`src/rtl/forth_pkg.sv`:
```
// Shared encodings for the Forth datapath core: commands, ALU operators, default sizes.
// Latency: n/a (types and constants only).
// Backpressure: n/a.
package forth_pkg;

  localparam int WIDTH_DEF = 16;
  localparam int DEPTH_DEF = 16;

  typedef enum logic [3:0] {
    CMD_NOP  = 4'd0,
    CMD_PUSH = 4'd1,
    CMD_POP  = 4'd2,
    CMD_ADD  = 4'd3,
    CMD_MUL  = 4'd4,
    CMD_DUP  = 4'd5,
    CMD_SUB  = 4'd6
  } cmd_e;

  typedef enum logic [1:0] {
    OP_ADD = 2'b00,
    OP_MUL = 2'b01,
    OP_SUB = 2'b10,
    OP_RSV = 2'b11
  } op_e;

endpackage

```
`src/rtl/forth_stack_core_if.sv`:
```
// Command/data bus between the sequencer (master) and the stack core (slave).
// Latency: n/a (wires only).
// Backpressure: none; one command per cycle, every cycle.
interface forth_stack_core_if #(
  parameter int WIDTH = 16
);
  logic [3:0]       command;
  logic [WIDTH-1:0] data_in;
  logic [WIDTH-1:0] top;
  logic [WIDTH-1:0] next;
  logic [WIDTH-1:0] result;
  logic             write;
  logic             read;
  logic [1:0]       operator;
  logic             empty;
  logic             full;

  modport master (
    output command, data_in,
    input  top, next, result, write, read, operator, empty, full
  );

  modport slave (
    input  command, data_in,
    output top, next, result, write, read, operator, empty, full
  );
endinterface

```
`src/rtl/forth_lifo.sv`:
```
// LIFO data stack: storage array, pointer and occupancy flags with top/next read ports.
// Latency: push/pop visible on top/next/flags one cycle after the strobe is sampled.
// Backpressure: none; push when full and pop when empty are silently dropped.
module forth_lifo
  import forth_pkg::*;
#(
  parameter int WIDTH = WIDTH_DEF,
  parameter int DEPTH = DEPTH_DEF
) (
  input  logic             clk,
  input  logic             rst,
  input  logic             push_i,
  input  logic             pop_i,
  input  logic [WIDTH-1:0] push_dat_i,
  output logic [WIDTH-1:0] top_o,
  output logic [WIDTH-1:0] next_o,
  output logic             empty_o,
  output logic             full_o
);
  localparam int AW = $clog2(DEPTH);
  localparam int SW = AW + 1;

  logic [WIDTH-1:0] mem_q [DEPTH];
  logic [SW-1:0]    sp_q, sp_d;
  logic [AW-1:0]    top_idx, next_idx;
  logic             do_push, do_pop;

  assign empty_o = (sp_q == '0);
  assign full_o  = (sp_q == SW'(DEPTH));
  assign do_push = push_i && !full_o;
  assign do_pop  = pop_i && !empty_o;

  // Index arithmetic wraps in AW bits, so sp==DEPTH still addresses DEPTH-1.
  assign top_idx  = sp_q[AW-1:0] - AW'(1);
  assign next_idx = sp_q[AW-1:0] - AW'(2);

  assign top_o  = (sp_q >= SW'(1)) ? mem_q[top_idx]  : '0;
  assign next_o = (sp_q >= SW'(2)) ? mem_q[next_idx] : '0;

  // Next stack pointer from the gated push/pop strobes.
  always_comb begin
    sp_d = sp_q;
    if (do_push) begin
      sp_d = sp_q + SW'(1);
    end else if (do_pop) begin
      sp_d = sp_q - SW'(1);
    end
  end

  // Pointer register; reset empties the stack regardless of command.
  always_ff @(posedge clk) begin
    if (rst) begin
      sp_q <= '0;
    end else begin
      sp_q <= sp_d;
    end
  end

  // Storage write; contents are left alone by reset since sp hides them.
  always_ff @(posedge clk) begin
    if (do_push && !rst) begin
      mem_q[sp_q[AW-1:0]] <= push_dat_i;
    end
  end

endmodule

```
`src/rtl/forth_stack_core.sv`:
```
// Forth datapath core: command decoder, combinational ALU and LIFO stack (optional SUB via FORTH_ALU_SUB_EN).
// Latency: decode and result are combinational; stack changes visible after the next rising edge.
// Backpressure: none; a command is consumed every cycle, invalid pushes/pops are ignored.
module forth_stack_core
  import forth_pkg::*;
#(
  parameter int WIDTH = WIDTH_DEF,
  parameter int DEPTH = DEPTH_DEF
) (
  input  logic                clk,
  input  logic                rst,
  forth_stack_core_if.slave   bus
);
  logic             dec_write, dec_read, dec_dup;
  logic [1:0]       dec_op;
  logic [WIDTH-1:0] alu_res;
  logic [WIDTH-1:0] stk_top, stk_next;
  logic [WIDTH-1:0] push_dat;
  logic             stk_empty, stk_full;

  // Command decode into stack strobes and ALU operator.
  always_comb begin
    dec_write = 1'b0;
    dec_read  = 1'b0;
    dec_dup   = 1'b0;
    dec_op    = OP_ADD;
    case (cmd_e'(bus.command))
      CMD_PUSH: dec_write = 1'b1;
      CMD_DUP: begin
        dec_write = 1'b1;
        dec_dup   = 1'b1;
      end
      CMD_POP:  dec_read = 1'b1;
      CMD_ADD:  dec_op   = OP_ADD;
      CMD_MUL:  dec_op   = OP_MUL;
`ifdef FORTH_ALU_SUB_EN
      CMD_SUB:  dec_op   = OP_SUB;
`endif
      default: ;
    endcase
  end

  // ALU on the two top entries; reserved operator yields zero.
  always_comb begin
    alu_res = '0;
    case (op_e'(dec_op))
      OP_ADD: alu_res = stk_top + stk_next;
      OP_MUL: alu_res = stk_top * stk_next;
`ifdef FORTH_ALU_SUB_EN
      OP_SUB: alu_res = stk_next - stk_top;
`endif
      default: alu_res = '0;
    endcase
  end

  // DUP re-pushes the current top, which reads as zero on an empty stack.
  assign push_dat = dec_dup ? stk_top : bus.data_in;

  forth_lifo #(
    .WIDTH (WIDTH),
    .DEPTH (DEPTH)
  ) u_lifo (
    .clk        (clk),
    .rst        (rst),
    .push_i     (dec_write),
    .pop_i      (dec_read),
    .push_dat_i (push_dat),
    .top_o      (stk_top),
    .next_o     (stk_next),
    .empty_o    (stk_empty),
    .full_o     (stk_full)
  );

  assign bus.top      = stk_top;
  assign bus.next     = stk_next;
  assign bus.result   = alu_res;
  assign bus.write    = dec_write;
  assign bus.read     = dec_read;
  assign bus.operator = dec_op;
  assign bus.empty    = stk_empty;
  assign bus.full     = stk_full;

endmodule

```
`src/flat_wrapper.sv`:
```
// flat-port wrapper written by rule: the top's interface ports become plain ports
module forth_stack_core_flat import forth_pkg::*;
#(
  parameter int WIDTH = WIDTH_DEF,
  parameter int DEPTH = DEPTH_DEF
)
  (clk, rst, bus_command, bus_data_in, bus_top, bus_next, bus_result, bus_write, bus_read, bus_operator, bus_empty, bus_full);
  forth_stack_core_if #(.WIDTH(WIDTH)) bus_i ();
  input  logic clk;
  input  logic rst;
  input wire logic [$bits(bus_i.command)-1:0] bus_command;
  input wire logic [$bits(bus_i.data_in)-1:0] bus_data_in;
  output wire logic [$bits(bus_i.top)-1:0] bus_top;
  output wire logic [$bits(bus_i.next)-1:0] bus_next;
  output wire logic [$bits(bus_i.result)-1:0] bus_result;
  output wire logic [$bits(bus_i.write)-1:0] bus_write;
  output wire logic [$bits(bus_i.read)-1:0] bus_read;
  output wire logic [$bits(bus_i.operator)-1:0] bus_operator;
  output wire logic [$bits(bus_i.empty)-1:0] bus_empty;
  output wire logic [$bits(bus_i.full)-1:0] bus_full;
  assign bus_i.command = bus_command;
  assign bus_i.data_in = bus_data_in;
  assign bus_top = bus_i.top;
  assign bus_next = bus_i.next;
  assign bus_result = bus_i.result;
  assign bus_write = bus_i.write;
  assign bus_read = bus_i.read;
  assign bus_operator = bus_i.operator;
  assign bus_empty = bus_i.empty;
  assign bus_full = bus_i.full;
  forth_stack_core #(.WIDTH(WIDTH), .DEPTH(DEPTH)) u_core (.clk(clk), .rst(rst), .bus(bus_i));
endmodule
```
`config.mk`:
```
export PLATFORM = sky130hd
export DESIGN_NAME = forth_stack_core_flat
export DESIGN_NICKNAME = d
export VERILOG_FILES = /design/src/rtl/forth_pkg.sv /design/src/rtl/forth_stack_core_if.sv /design/src/rtl/forth_lifo.sv /design/src/rtl/forth_stack_core.sv /design/src/flat_wrapper.sv
export SDC_FILE = /design/constraint.sdc
export NUM_CORES = 1
export LEC_CHECK = 0
export ABC_AREA = 0
export BUFFER_PORTS_ARGS = -buffer_cell sky130_fd_sc_hd__buf_2
export CAP_MARGIN = 20
export CORE_UTILIZATION = 45
export DETAILED_ROUTE_END_ITERATION = 12
export SLEW_MARGIN = 20
export SYNTH_ARGS = -nofsm -noshare
export SYNTH_HDL_FRONTEND = slang
export SYNTH_HIERARCHICAL = 1
export SYNTH_SLANG_ARGS = --single-unit
```
`constraint.sdc`:
```
create_clock -name clk -period 7.4 [get_ports clk]
set_input_delay 1.11 -clock clk [delete_from_list [all_inputs] [get_ports clk]]
set_output_delay 1.11 -clock clk [all_outputs]
set_load 0.01 [all_outputs]
```
=== After elaboration in Yosys (flattened, before gate mapping) ===
Memories as Yosys holds them, arrays and structs flattened.
Index checks and enable logic that the tools add are counted.

* Multipliers: 1
* Reduce and logical (&&, ||, !) cells: 10
* Order comparisons: 2
* Add/sub/neg operators: 5
* Equal/unequal tests: 6
* Mux-type cells: 12

{| class="wikitable"
|+ Operator list
! cell !! number
|-
| two-way mux 16 bit || 3
|-
| case mux 16 bit (2 select lines) || 1
|-
| adder 16 bit || 1
|-
| multiplier 16 x 16 -> 16 bit || 1
|-
| two-way mux 5 bit || 2
|-
| equality test 4 x 3 -> 1 bit (second input constant) || 2
|-
| two-way mux 1 bit || 6
|-
| adder 5 x 1 -> 5 bit (second input constant) || 1
|-
| equality test 5 bit (second input constant) || 1
|-
| greater-or-equal comparator 5 x 1 -> 1 bit (second input constant) || 1
|-
| greater-or-equal comparator 5 x 2 -> 1 bit (second input constant) || 1
|-
| zero test 5 bit || 1
|-
| subtractor 5 x 1 -> 5 bit (second input constant) || 1
|-
| equality test 4 x 1 -> 1 bit (second input constant) || 1
|-
| equality test 4 x 2 -> 1 bit (second input constant) || 1
|-
| subtractor 4 x 1 -> 4 bit (second input constant) || 1
|-
| subtractor 4 x 2 -> 4 bit (second input constant) || 1
|-
| logical AND 1 bit || 3
|-
| zero test 1 bit || 3
|-
| zero test 2 bit || 1
|-
| nonzero test 2 bit || 1
|-
| OR reduction 2 bit || 1
|-
| equality test 1 bit (second input constant) || 1
|}

* Memories: 1
* Word-level logic and storage cells: 38
* Flip-flop bits (word level): 5
* Input port bits: 22
* RAM bits: 256
* Output and inout bits: 54

{| class="wikitable"
|+ Memory list
! name !! depth !! bits a word !! rd ports !! clocked after memory_dff !! write ports !! RTL line !! source
|-
| u_core.u_lifo.mem_q || 16 || 16 || 2 || 0 || 1 || forth_lifo.sv:23 || <nowiki>logic [WIDTH-1:0] mem_q [DEPTH];</nowiki>
|}

=== Logic depth before layout (Yosys ltp) ===
Gate-level depths: netlist of the first run.

* Depth in word-level cells: 7
* Gate-level depth with buffers: 35
* Depth with buffers taken out: 29

=== Cells and area by module ===
The synthesis of the first run kept the hierarchy.

{| class="wikitable"
|+ By module, submodules not included
! module !! seq. area each (sq um) !! area an instance (sq um) !! instances !! cells each
|-
| forth_lifo || 7787.5 || 12393.1 || 1 || 641
|-
| forth_stack_core || 0.0 || 4808.4 || 1 || 586
|}

=== Worst setup path after synthesis of the first run ===
OpenSTA, ideal clock, no wires.

* Path kind: reg2out
* From: register u_core.u_lifo.sp_q[1]
* To: output port bus_result[14]
* Required time: 6290 ps
* Arrival: 7116 ps
* Path buffers: 5
* Stages on the path, launching flop included: 27
* Slack: -826 ps
* Cell sequence: dfxtp_1 -> buf_2 -> buf_2 -> inv_1 -> ha_1 -> buf_2 -> or2_2 -> clkbuf_1 -> o22ai_1 -> nor2_1 -> a21oi_1 -> o21ai_1 -> clkbuf_1 -> nand2_1 -> fa_1 -> fa_1 -> fa_1 -> fa_1 -> fa_1 -> fa_1 -> inv_1 -> ha_1 -> and3_1 -> a211oi_1 -> a21oi_1 -> xnor2_1 -> mux2i_1

* Word-level cells in the longest chain between the ends: 5
* Elaborated cells between the ends (all ways): 10
* Classes of those cells: add/sub (3); mul (1); order compare (2); mux (3); memory (1)

{| class="wikitable"
|+ RTL lines
! element !! RTL line !! source
|-
| start: declaration || forth_lifo.sv:24 || <nowiki>logic [SW-1:0] sp_q, sp_d;</nowiki>
|-
| start signal: assignment || forth_lifo.sv:55 || <nowiki>sp_q <= sp_d;</nowiki>
|-
| subtractor 4 x 2 -> 4 bit || forth_lifo.sv:35 || <nowiki>assign next_idx = sp_q[AW-1:0] - AW'(2);</nowiki>
|-
| memory read (16 x 16 bit) || n/a ||
|-
| two-way mux 16 bit * || forth_lifo.sv:38 || <nowiki>assign next_o = (sp_q >= SW'(2)) ? mem_q[next_idx] : '0;</nowiki>
|-
| via bus_next[1] || flat_wrapper.sv:14 || <nowiki>output wire logic [$bits(bus_i.next)-1:0] bus_next;</nowiki>
|-
| multiplier 16 x 16 -> 16 bit or adder 16 bit (tied branches) || forth_stack_core.sv:48, forth_stack_core.sv:47 ||
|-
| case mux 16 bit (2 select lines) * || forth_stack_core.sv:46 || <nowiki>case (op_e'(dec_op))</nowiki>
|-
| end: declaration || flat_wrapper.sv:15 || <nowiki>output wire logic [$bits(bus_i.result)-1:0] bus_result;</nowiki>
|}

The timed path passes the listed nets; every way through them passes the cells marked *.

=== Worst setup path in the final report of the first run ===
* From: register u_core.u_lifo.sp_q[1]
* To: output port bus_result[14]

* Word-level cells in the longest chain between the ends: 5
* Elaborated cells between the ends (all ways): 10
* Classes of those cells: add/sub (3); mul (1); order compare (2); mux (3); memory (1)

{| class="wikitable"
|+ RTL lines
! element !! RTL line
|-
| subtractor 4 x 1 -> 4 bit or subtractor 4 x 2 -> 4 bit (tied branches) || forth_lifo.sv:34, forth_lifo.sv:35
|-
| memory read (16 x 16 bit) || n/a
|-
| two-way mux 16 bit (on tied branches) || forth_lifo.sv:37, forth_lifo.sv:38
|-
| multiplier 16 x 16 -> 16 bit or adder 16 bit (tied branches) || forth_stack_core.sv:48, forth_stack_core.sv:47
|-
| case mux 16 bit (2 select lines) * || forth_stack_core.sv:46
|}

Mark *: on every way between the ends. The rest lies on a longest branch, timed or not.

==> impl_metrics.json, run 1 <==
{
  "critPathMaxFanout": 7,
  "met2_length_mm": 26.0,
  "track_usage_pct": 25.7,
  "holdBufCountCts": 0,
  "worstMarginPinSlew_ps": 1110,
  "failed_checks": "setup timing",
  "async_reset_ff_share_pct": 0,
  "clock_latency_ps": 550,
  "syn_area_sq_mm": 0.0172,
  "min_from": "u_core/u_lifo/sp_q[0]$_SDFFE_PP0P_",
  "path_common_cell": "fa_1",
  "synth_fa_ha_area_share_pct": 14.7,
  "grt_pass1_vias": 11859,
  "ant_nets": 0,
  "dr_total_vias": 11665,
  "drv_cap": 0,
  "p_leak_nw": 7.91,
  "cts_tree": "yes",
  "synthFlopType": "edfxtp_1",
  "r2r_cells": 8,
  "hold_depth": 4,
  "holdCritPathClass": "flop to flop",
  "fin_crit_ps": 8270,
  "placed_area_sq_mm": 0.0197,
  "crit_family": "adder cells",
  "synth_top_family_by_area": "multiplexers",
  "core-area_sq_mm": 0.0377,
  "root_buffer": "clkbuf_16",
  "fmax_mhz": 121,
  "path_clk_slew_ps": 60,
  "synth-xor-area-share_pct": 3.00,
  "rsz0062_at_grt": "true",
  "ys_ff_latch": 261,
  "final_area_sq_mm": 0.0217,
  "max_slew_margin_pct": 25.8,
  "dieArea_sq_mm": 0.0390,
  "nFillCells": 3050,
  "drt_iter0_drc": 750,
  "crit_arrival_ps": 7160,
  "ys_top_cells_by_area": "edfxtp_1, mux4_2, fa_1, ha_1, mux2i_1",
  "viasPerCell": 5.75,
  "seq_area_frac_synth_pct": 45.3,
  "critPathBufInv": 7,
  "status": "complete, but fails checks",
  "place.gp.congestion": 0.858,
  "ir_worst_vdd_uv": 200,
  "synth.cells.most_frequent": "edfxtp_1, nand2_1, inv_1",
  "finalNetCount": 1673,
  "whs_endpoint": "u_core/u_lifo/sp_q[0]$_SDFFE_PP0P_",
  "post-synth-top-area-cell": "edfxtp_1",
  "diodes": 0,
  "critPathLaunchType": "flop",
  "drive_gt1_share_pct": 42.0,
  "synth-edff-count": 256,
  "wl_met3_mm": 2.60,
  "p_per_area_mw_per_mm2": 180,
  "cp.required_ps": 6290,
  "rows": 71,
  "port-buffer-count": 74,
  "skew_ps": 13.4,
  "hpwl_mm": 36.4,
  "antenna_found_initial": 0,
  "grt_overflow_total": 0,
  "cp_slowest_stage_delay_ps": 580,
  "path_class": "flop to primary output",
  "cts_sinks": 261,
  "cts_htree_levels": 1,
  "setup_viol": 9,
  "hold_viol_final": 0,
  "synthSimpleGateAreaFrac_pct": 6.42,
  "post_drt_wl_per_cell_um": 25.0,
  "final.setup.tns_ps": -5460,
  "yosysMostFrequentCell": "edfxtp_1",
  "endpoint_kind": "primary output",
  "synthCells": 1227,
  "yosysTopAreaCellShare_pct": 44.7,
  "start_util_pct": 45.7,
  "wl_met1_mm": 20.1,
  "ios": 76,
  "cts_made_buffers": 26,
  "muxShareOfSynthArea_pct": 21.0,
  "first_pass_iters": 5,
  "yosys_warnings": 6,
  "grt_pass1_wl_mm": 73.2,
  "dp_cells": 1934,
  "reg2reg_to": "u_core/u_lifo/mem_q[3][8]$_DFFE_PP_",
  "drt-total-wl_mm": 50.8,
  "cts.path.max_buffers": 3,
  "cp_slowest_cell": "fa_1",
  "reg2reg_slack_ps": 4110,
  "syn_nets": 1402,
  "worst_slack_ps": -875,
  "avgSynthCellArea_sq_um": 14.0,
  "top_layer": "met4",
  "drc": 0,
  "layout.cells.non_filler": 2028,
  "worstPathCellList": "clkinvlp_4 > ha_4 > buf_12 > buf_12 > mux4_2 > mux2i_4 > o22ai_4 > buf_12 > nand2_2 > fa_1 > fa_1 > fa_1 > fa_1 > fa_1 > fa_1 > inv_2 > ha_4 > buf_6 > and3_4 > a211oi_4 > a21oi_1 > xnor2_1 > mux2i_1 > buf_2",
  "area_growth_pct": 25.9,
  "grt_max_degree": 46,
  "synth-compound-area-share_pct": 5.00,
  "die_height_um": 198,
  "slew_violations": 0,
  "synth_cell_types": 55,
  "finalCritPeriodShare_pct": 112,
  "die_w_um": 198,
  "r2r_start": "u_core/u_lifo/sp_q[1]$_SDFFE_PP0P_"
}
## worst max-delay path by stage
stage	from	depth (start not counted)	to
detailed placement	u_core/u_lifo/sp_q[1]$_SDFFE_PP0P_	23	bus_result[14]
finish	u_core/u_lifo/sp_q[1]$_SDFFE_PP0P_	24	bus_result[14]
floorplan	u_core/u_lifo/sp_q[0]$_SDFFE_PP0P_	28	bus_result[15]
global route	u_core/u_lifo/sp_q[1]$_SDFFE_PP0P_	27	bus_result[14]
global placement	u_core/u_lifo/sp_q[1]$_SDFFE_PP0P_	25	bus_result[14]
CTS	u_core/u_lifo/sp_q[1]$_SDFFE_PP0P_	27	bus_result[14]
## where the power goes
part	leakage, nW	switching, mW	internal (mW)
sequential	2.35	0.00199	1.63
combinational	5.13	0.452	0.413
clock	0.432	0.556	0.836
## area by class of cell
cell class	instances	area (sq um)	area share, %
multi-input cells	793	9330	43.1
flip-flops and latches	261	7790	36.0
repair buffers	310	2580	11.9
clock buffers	27	676	3.12
well taps	511	639	2.95
inverters	106	404	1.87
clock inverters	20	235	1.09
## state kept, by name, summed over array words and instances (netlist names)
name / flops
u_core/u_lifo/mem_q: 256
u_core/u_lifo/sp_q: 5
## worst register-to-register path, cell delays in order (launching register included)
cell        delay (ps)
dfxtp_4            380
clkinvlp_4         140
ha_4               200
nand4bb_1          160
inv_1               80
nor3b_1            480
nand2_1            280
nor3_2             890
buf_4              390
## timing repair
| action | in CTS | in global routing |
|---|---|---|
| gates cloned | 2 | 6 |
| setup endpoints to repair | 10 | 10 |
| gates resized for setup | 37 | 100 |
| buffers inserted | 7 | 35 |
| pin swaps | 8 | 45 |
## placed cells by master (no fill, tap or decap), drive strengths merged, types with 6 or more instances in the layout
master / instances
clkinv: 10
xnor2: 40
a21oi: 33
mux2i: 47
xor2: 18
mux4: 117
clkbuf: 32
ha: 72
nor2: 45
buf: 305
o21ai: 33
inv: 105
nor3: 9
o22ai: 33
nand2: 112
edfxtp: 256
o21a: 6
fa: 81
mux2: 40
clkinvlp: 6
and2: 47
nand2b: 10
a32oi: 12
## logic make-up after synthesis
logic type,after synthesis
compound gates,138
xor+xnor,58
fa+ha+maj,153
buf+inv,174
flops,261
mux,204
other cells,1
simple gates,238
## layer usage
| metal | track usage (%) | vias to the layer above |
|---|---|---|
| met5 | 0 | - |
| met1 | 32.3 | 6030 |
| met3 | 2.56 | 104 |
| met2 | 45.3 | 417 |
| li1 | - | 5114 |
| met4 | 10.7 | 0 |
## per-stage QoR
step                hold slack [ps]  setup slack (ps)  utilization [%]  total power, mW
detailed placement              659              -497             52.3             2.40
global route                    737             -1060             57.5             4.02
global placement                663              -484             52.3             2.40
CTS                             691              -920             55.5             3.83
floorplan                       535              -349                -             2.11
finish                          702              -875             57.5             3.89
Note: power is estimated with default switching activity, not from simulation.
==> run 2, diff against run 1 <==
--- a/config.mk
+++ b/config.mk
@@ -5,7 +5,7 @@
 export SDC_FILE = /design/constraint.sdc
 export NUM_CORES = 1
 export LEC_CHECK = 0
-export ABC_AREA = 0
+export ABC_AREA = 1
 export BUFFER_PORTS_ARGS = -buffer_cell sky130_fd_sc_hd__buf_2
 export CAP_MARGIN = 20
 export CORE_UTILIZATION = 45
==> impl_metrics.json, run 2 <==
{
  "final_area_sq_mm": 0.0239,
  "met3_usage_pct": 4.32,
  "die_height_um": 210,
  "hpwl_mm": 44.8,
  "cts.path.max_buffers": 3,
  "crit_arrival_ps": 6970,
  "worst_slack_ps": -681,
  "holdCritPathClass": "flop to flop",
  "port-buffer-count": 74,
  "cts_tree": "yes",
  "clock_latency_ps": 590,
  "ant_nets": 0,
  "yosysMostFrequentCell": "nand2_1",
  "yosysTopAreaCellShare_pct": 39.5,
  "area_growth_pct": 23.1,
  "dr_total_vias": 17996,
  "synth-edff-count": 256,
  "post_drt_wl_per_cell_um": 20.3,
  "antenna_found_initial": 0,
  "failed_checks": "setup timing",
  "muxShareOfSynthArea_pct": 0.868,
  "synthCells": 2468,
  "fmax_mhz": 124,
  "final_cell_mix": "nand2_1, inv_1, nand3_1",
  "placed_area_sq_mm": 0.0219,
  "use_met1_pct": 40.4,
  "ios": 76,
  "grt_overflow_total": 0,
  "setup_viol": 9,
  "synth_top_family_by_area": "simple AND/OR/NAND/NOR gates",
  "worstMarginPinSlew_ps": 1140,
  "path_class": "flop to primary output",
  "cts_made_buffers": 30,
  "drt_iter0_drc": 1968,
  "drv_cap": 0,
  "met2_usage_pct": 49.9,
  "mostFrequentLayoutCell": "nand2_1",
  "ys_ff_latch": 261,
  "critPathLaunchType": "flop",
  "synthSimpleGateAreaFrac_pct": 27.6,
  "syn_nets": 2643,
  "async_reset_ff_share_pct": 0,
  "max_slew_margin_pct": 23.5,
  "rows": 75,
  "root_buffer": "clkbuf_16",
  "cts_htree_levels": 1,
  "grt_pass1_wl_mm": 101,
  "synth_cell_types": 50,
  "fin_crit_ps": 8080,
  "syn_area_sq_mm": 0.0195,
  "place.gp.congestion": 0.918,
  "ir_worst_vdd_uv": 169,
  "largest_reg_flops": 256,
  "synth-xor-area-share_pct": 0.527,
  "cp_slowest_cell": "fa_1",
  "endpoint_kind": "primary output",
  "finalCritPeriodShare_pct": 109,
  "slew_violations": 0,
  "dieArea_sq_mm": 0.0441,
  "die_w_um": 210,
  "synthFlopType": "edfxtp_1",
  "p_leak_nw": 10.9,
  "ys_top_cells_by_area": "edfxtp_1, nand2_1, nand3_1, fa_1, inv_1",
  "synth_fa_ha_area_share_pct": 13.0,
  "skew_ps": 31.2,
  "path_clk_slew_ps": 60,
  "critPathMaxFanout": 6,
  "cp.required_ps": 6290,
  "grt_pass1_vias": 17118,
  "viasPerCell": 5.49,
  "core-area_sq_mm": 0.0423,
  "finalNetCount": 2851,
  "holdWs_ps": 584,
  "drc": 0,
  "drt-total-wl_mm": 66.4,
  "post-synth-top-area-cell": "edfxtp_1",
  "synth.cells.most_frequent": "nand2_1, inv_1, nand3_1",
  "track_usage_pct": 30.4,
  "yosys_warnings": 6,
  "cts_sinks": 261,
  "first_pass_iters": 8,
  "synth-compound-area-share_pct": 6.55,
  "hold_viol_final": 0,
  "rsz0062_at_grt": "true",
  "drive_gt1_share_pct": 20.9,
  "p_per_area_mw_per_mm2": 233,
  "cp_slowest_stage_delay_ps": 580,
  "grt.busiest_layer": "met2",
  "grt_max_degree": 107,
  "start_util_pct": 46.0,
  "diodes": 0,
  "status": "complete, but fails checks",
  "avgSynthCellArea_sq_um": 7.88,
  "seq_area_frac_synth_pct": 40.0
}
## run 2: cell count changes after synthesis, moves of 25 or more
cell	change
mux2_2	-25
a21oi_1	+92
mux4_2	-102
xnor2_1	-36
and2_1	-47
nand3_1	+324
o21ai_0	+73
inv_1	+268
mux2i_1	-47
nor2_1	+110
o22ai_1	-27
nand2_1	+624
## run 2: cells by family (layout without fill, tap and decap cells)
family | count (synthesis) | in the layout
AND/OR/NAND/NOR | 1264 | 1264
multiplexers | 15 | 15
buffers and inverters | 519 | 750
flip-flops | 261 | 261
other | 1 | 1
adder cells (fa/ha/maj) | 153 | 153
XOR/XNOR | 10 | 10
AO/OA/AOI/OAI | 245 | 245
## run 2: path summary, 6_finish.rpt
path | from | endpoint | slack, ps | depth (start not counted)
setup / recovery | u_core/u_lifo/sp_q[1]$_SDFFE_PP0P_ | bus_result[15] | -680 | 35
hold / removal | u_core/u_lifo/sp_q[4]$_SDFFE_PP0P_ | u_core/u_lifo/sp_q[4]$_SDFFE_PP0P_ | 580 | 2
setup reg to reg | u_core/u_lifo/sp_q[1]$_SDFFE_PP0P_ | u_core/u_lifo/mem_q[8][15]$_DFFE_PP_ | 4250 | 13
hold reg to reg | u_core/u_lifo/sp_q[4]$_SDFFE_PP0P_ | u_core/u_lifo/sp_q[4]$_SDFFE_PP0P_ | 580 | 2
## run 2: area by class of cell
class / count / area, sq um
fill: 3754 / 18400
tap: 577 / 722
sequential: 261 / 7800
timing repair buffer: 309 / 2810
inverter: 386 / 1470
multi-input combinational: 1688 / 10100
clock buffer: 32 / 758
clock inverter: 23 / 253
## run 2: metal layers
layer  wire length [um]  vias up
li1                   -     8323
met1              26900     8548
met2              30900      949
met3               5870      176
met4               2740        0
met5                  0        -
## run 2: what timing repair did
| item | CTS | global route |
|---|---|---|
| gates cloned | 3 | 1 |
| setup buffers | 30 | 7 |
| resized for setup | 139 | 36 |
| endpoints found under the setup margin | 9 | 9 |
| hold buffers | 0 | 0 |
| pin swaps | 63 | 46 |
## run 2: critical path: cells and delay by family (launching register included)
family          cells  cell delay [ps]
buf+inv            10             1010
simple gates       13             1280
flops               1              360
compound gates      4              400
fa+ha+maj           8             3300
## run 2: metrics by stage
step / total power [mW] / TNS [ps] / setup slack, ps / std cells / util, %
2_1_floorplan: 2.84 / 0 / 1.83 / 2468 / -
3_3_place_gp: 3.66 / -209 / -154 / 3183 / 51.6
3_5_place_dp: 3.69 / -759 / -331 / 3183 / 51.6
4_1_cts: 5.47 / -3330 / -682 / 3268 / 56.1
5_1_grt: 5.83 / -5870 / -927 / 3276 / 56.6
6_report: 5.57 / -3850 / -681 / 3276 / 56.6
## run 2: where the power goes
group	internal (mW)	total [mW]	switching, mW
registers	1.64	1.64	0.00492
logic	0.982	2.39	1.41
clock network	0.914	1.54	0.621
total	3.54	5.57	2.04
==> run 3, diff against run 2 <==
--- a/config.mk
+++ b/config.mk
@@ -6,11 +6,11 @@
 export NUM_CORES = 1
 export LEC_CHECK = 0
 export ABC_AREA = 1
-export BUFFER_PORTS_ARGS = -buffer_cell sky130_fd_sc_hd__buf_2
 export CAP_MARGIN = 20
 export CORE_UTILIZATION = 45
 export DETAILED_ROUTE_END_ITERATION = 12
-export SLEW_MARGIN = 20
+export DONT_BUFFER_PORTS = 1
+export SLEW_MARGIN = 30
 export SYNTH_ARGS = -nofsm -noshare
 export SYNTH_HDL_FRONTEND = slang
 export SYNTH_HIERARCHICAL = 1
==> impl_metrics.json, run 3 (synthesis results as in run 2) <==
{
  "first_pass_iters": 7,
  "critPathLaunchType": "flop",
  "die_height_um": 210,
  "netSwitchingPower_mw": 2.04,
  "dr_total_vias": 18116,
  "hold_viol_final": 0,
  "grt_pass1_wl_mm": 101,
  "dp_cells": 3113,
  "nFillCells": 3645,
  "viasPerCell": 5.56,
  "r2r_cells": 14,
  "holdBufCountCts": 0,
  "final_cell_mix": "nand2_1, inv_1, nand3_1",
  "track_usage_pct": 30.8,
  "root_buffer": "clkbuf_16",
  "r2r_start": "u_core/u_lifo/sp_q[1]$_SDFFE_PP0P_",
  "mostFrequentLayoutCell": "nand2_1",
  "drc": 0,
  "finalPower_mw": 5.48,
  "p_leak_nw": 11.0,
  "drive_gt1_share_pct": 22.4,
  "grt_max_degree": 56,
  "cts_made_buffers": 30,
  "cts_htree_levels": 1,
  "path_clk_slew_ps": 70,
  "largest_reg_flops": 256,
  "fmax_mhz": 127,
  "start_util_pct": 46.0,
  "endpoint_kind": "primary output",
  "switching_share_pct": 37.2,
  "min_from": "rst",
  "worstMarginPinSlew_ps": 999,
  "finalCritPeriodShare_pct": 106,
  "ios": 76,
  "die_w_um": 210,
  "whs_endpoint": "u_core/u_lifo/sp_q[3]$_SDFFE_PP0P_",
  "seqPwrFrac_pct": 30.0,
  "failed_checks": "setup timing",
  "hpwl_mm": 45.1,
  "ant_nets": 0,
  "drv_cap": 0,
  "post_drt_wl_per_cell_um": 21.2,
  "status": "complete, but fails checks",
  "critPathMaxFanout": 10,
  "core-area_sq_mm": 0.0423,
  "port-buffer-count": 0,
  "grt_overflow_total": 0,
  "rsz0062_at_grt": "true",
  "crit_arrival_ps": 6750,
  "clock_latency_ps": 600,
  "cts.path.max_buffers": 3,
  "antenna_found_initial": 5,
  "dieArea_sq_mm": 0.0441,
  "p_per_area_mw_per_mm2": 224,
  "p_clk_share_pct": 24.9,
  "place.gp.congestion": 0.940,
  "skew_ps": 47.5,
  "holdCritPathClass": "input pin to flop",
  "worst_slack_ps": -458,
  "critPathBufInv": 6,
  "max_slew_margin_pct": 33.3,
  "crit_family": "adder cells",
  "grt_pass1_vias": 16958,
  "reg2reg_slack_ps": 4120,
  "final_area_sq_mm": 0.0245,
  "setup_viol": 8,
  "cts_sinks": 261,
  "cp.required_ps": 6290,
  "path_class": "flop to primary output",
  "ir_worst_vdd_uv": 198,
  "reg2reg_to": "u_core/u_lifo/mem_q[15][14]$_DFFE_PP_",
  "p_int_mw": 3.44,
  "cts_tree": "yes",
  "cp_slowest_cell": "fa_2",
  "p_comb_share_pct": 45.1,
  "placed_area_sq_mm": 0.0215,
  "fin_crit_ps": 7860,
  "drt-total-wl_mm": 69.1,
  "layout.cells.non_filler": 3261,
  "drt_iter0_drc": 1936,
  "area_growth_pct": 26.0,
  "hold_depth": 1,
  "rows": 75,
  "finalNetCount": 2834,
  "slew_violations": 0,
  "cp_slowest_stage_delay_ps": 590
}
run 3: how the worst max path moves through the flow:
stage,from,slack [ps],to,cells after the start
floorplan,u_core/u_lifo/sp_q[1]$_SDFFE_PP0P_,2,bus_result[15],29
global placement,u_core/u_lifo/sp_q[0]$_SDFFE_PP0P_,-330,bus_result[15],24
detailed placement,u_core/u_lifo/sp_q[0]$_SDFFE_PP0P_,-370,bus_result[15],24
CTS,u_core/u_lifo/sp_q[1]$_SDFFE_PP0P_,-460,bus_result[14],32
global route,u_core/u_lifo/sp_q[0]$_SDFFE_PP0P_,-660,bus_result[14],29
finish,u_core/u_lifo/sp_q[1]$_SDFFE_PP0P_,-460,bus_result[14],31
run 3: through the flow:
stage | setup slack [ps] | util [%] | hold slack, ps | setup TNS, ps
2_1_floorplan | 1.83 | - | 544 | 0
3_3_place_gp | -328 | 50.8 | 658 | -842
3_5_place_dp | -368 | 50.8 | 669 | -982
4_1_cts | -457 | 56.2 | 561 | -3130
5_1_grt | -656 | 57.9 | 570 | -4350
6_report | -458 | 57.9 | 579 | -2660
run 3: timing repair:
action,4_1_cts,5_1_grt
endpoints found under the setup margin,10,10
gates cloned,11,6
pin swaps,69,81
hold endpoints to repair,0,0
gates resized for setup,134,139
setup buffers,62,16
run 3: routing by layer:
metal	share of wire (%)	wire, um	track usage (%)	vias to the layer above
met5	0.065	45	0	-
met4	4.3	3010	12.1	6
met3	9.2	6350	5.04	194
met2	46	31500	49.8	981
met1	41	28200	41.4	8628
li1	-	-	-	8307
run 3: area by class of cell:
type	count	area (sq um)	share of cell area, %
clock buffer	43	820	3.34
inverter	386	1500	6.10
antenna	2	5.00	0.0204
timing repair buffer	292	3170	12.9
tap	577	722	2.95
clock inverter	12	72.6	0.296
multi-input combinational	1688	10400	42.5
sequential	261	7800	31.8
run 3: power groups by stage:
stage	combinational (mW)	clock [mW]	sequential, mW
2_1_floorplan	1.16	0	1.67
3_3_place_gp	1.96	0	1.68
5_1_grt	2.66	1.44	1.65
3_5_place_dp	1.97	0	1.68
4_1_cts	2.27	1.38	1.64
6_report	2.47	1.36	1.65
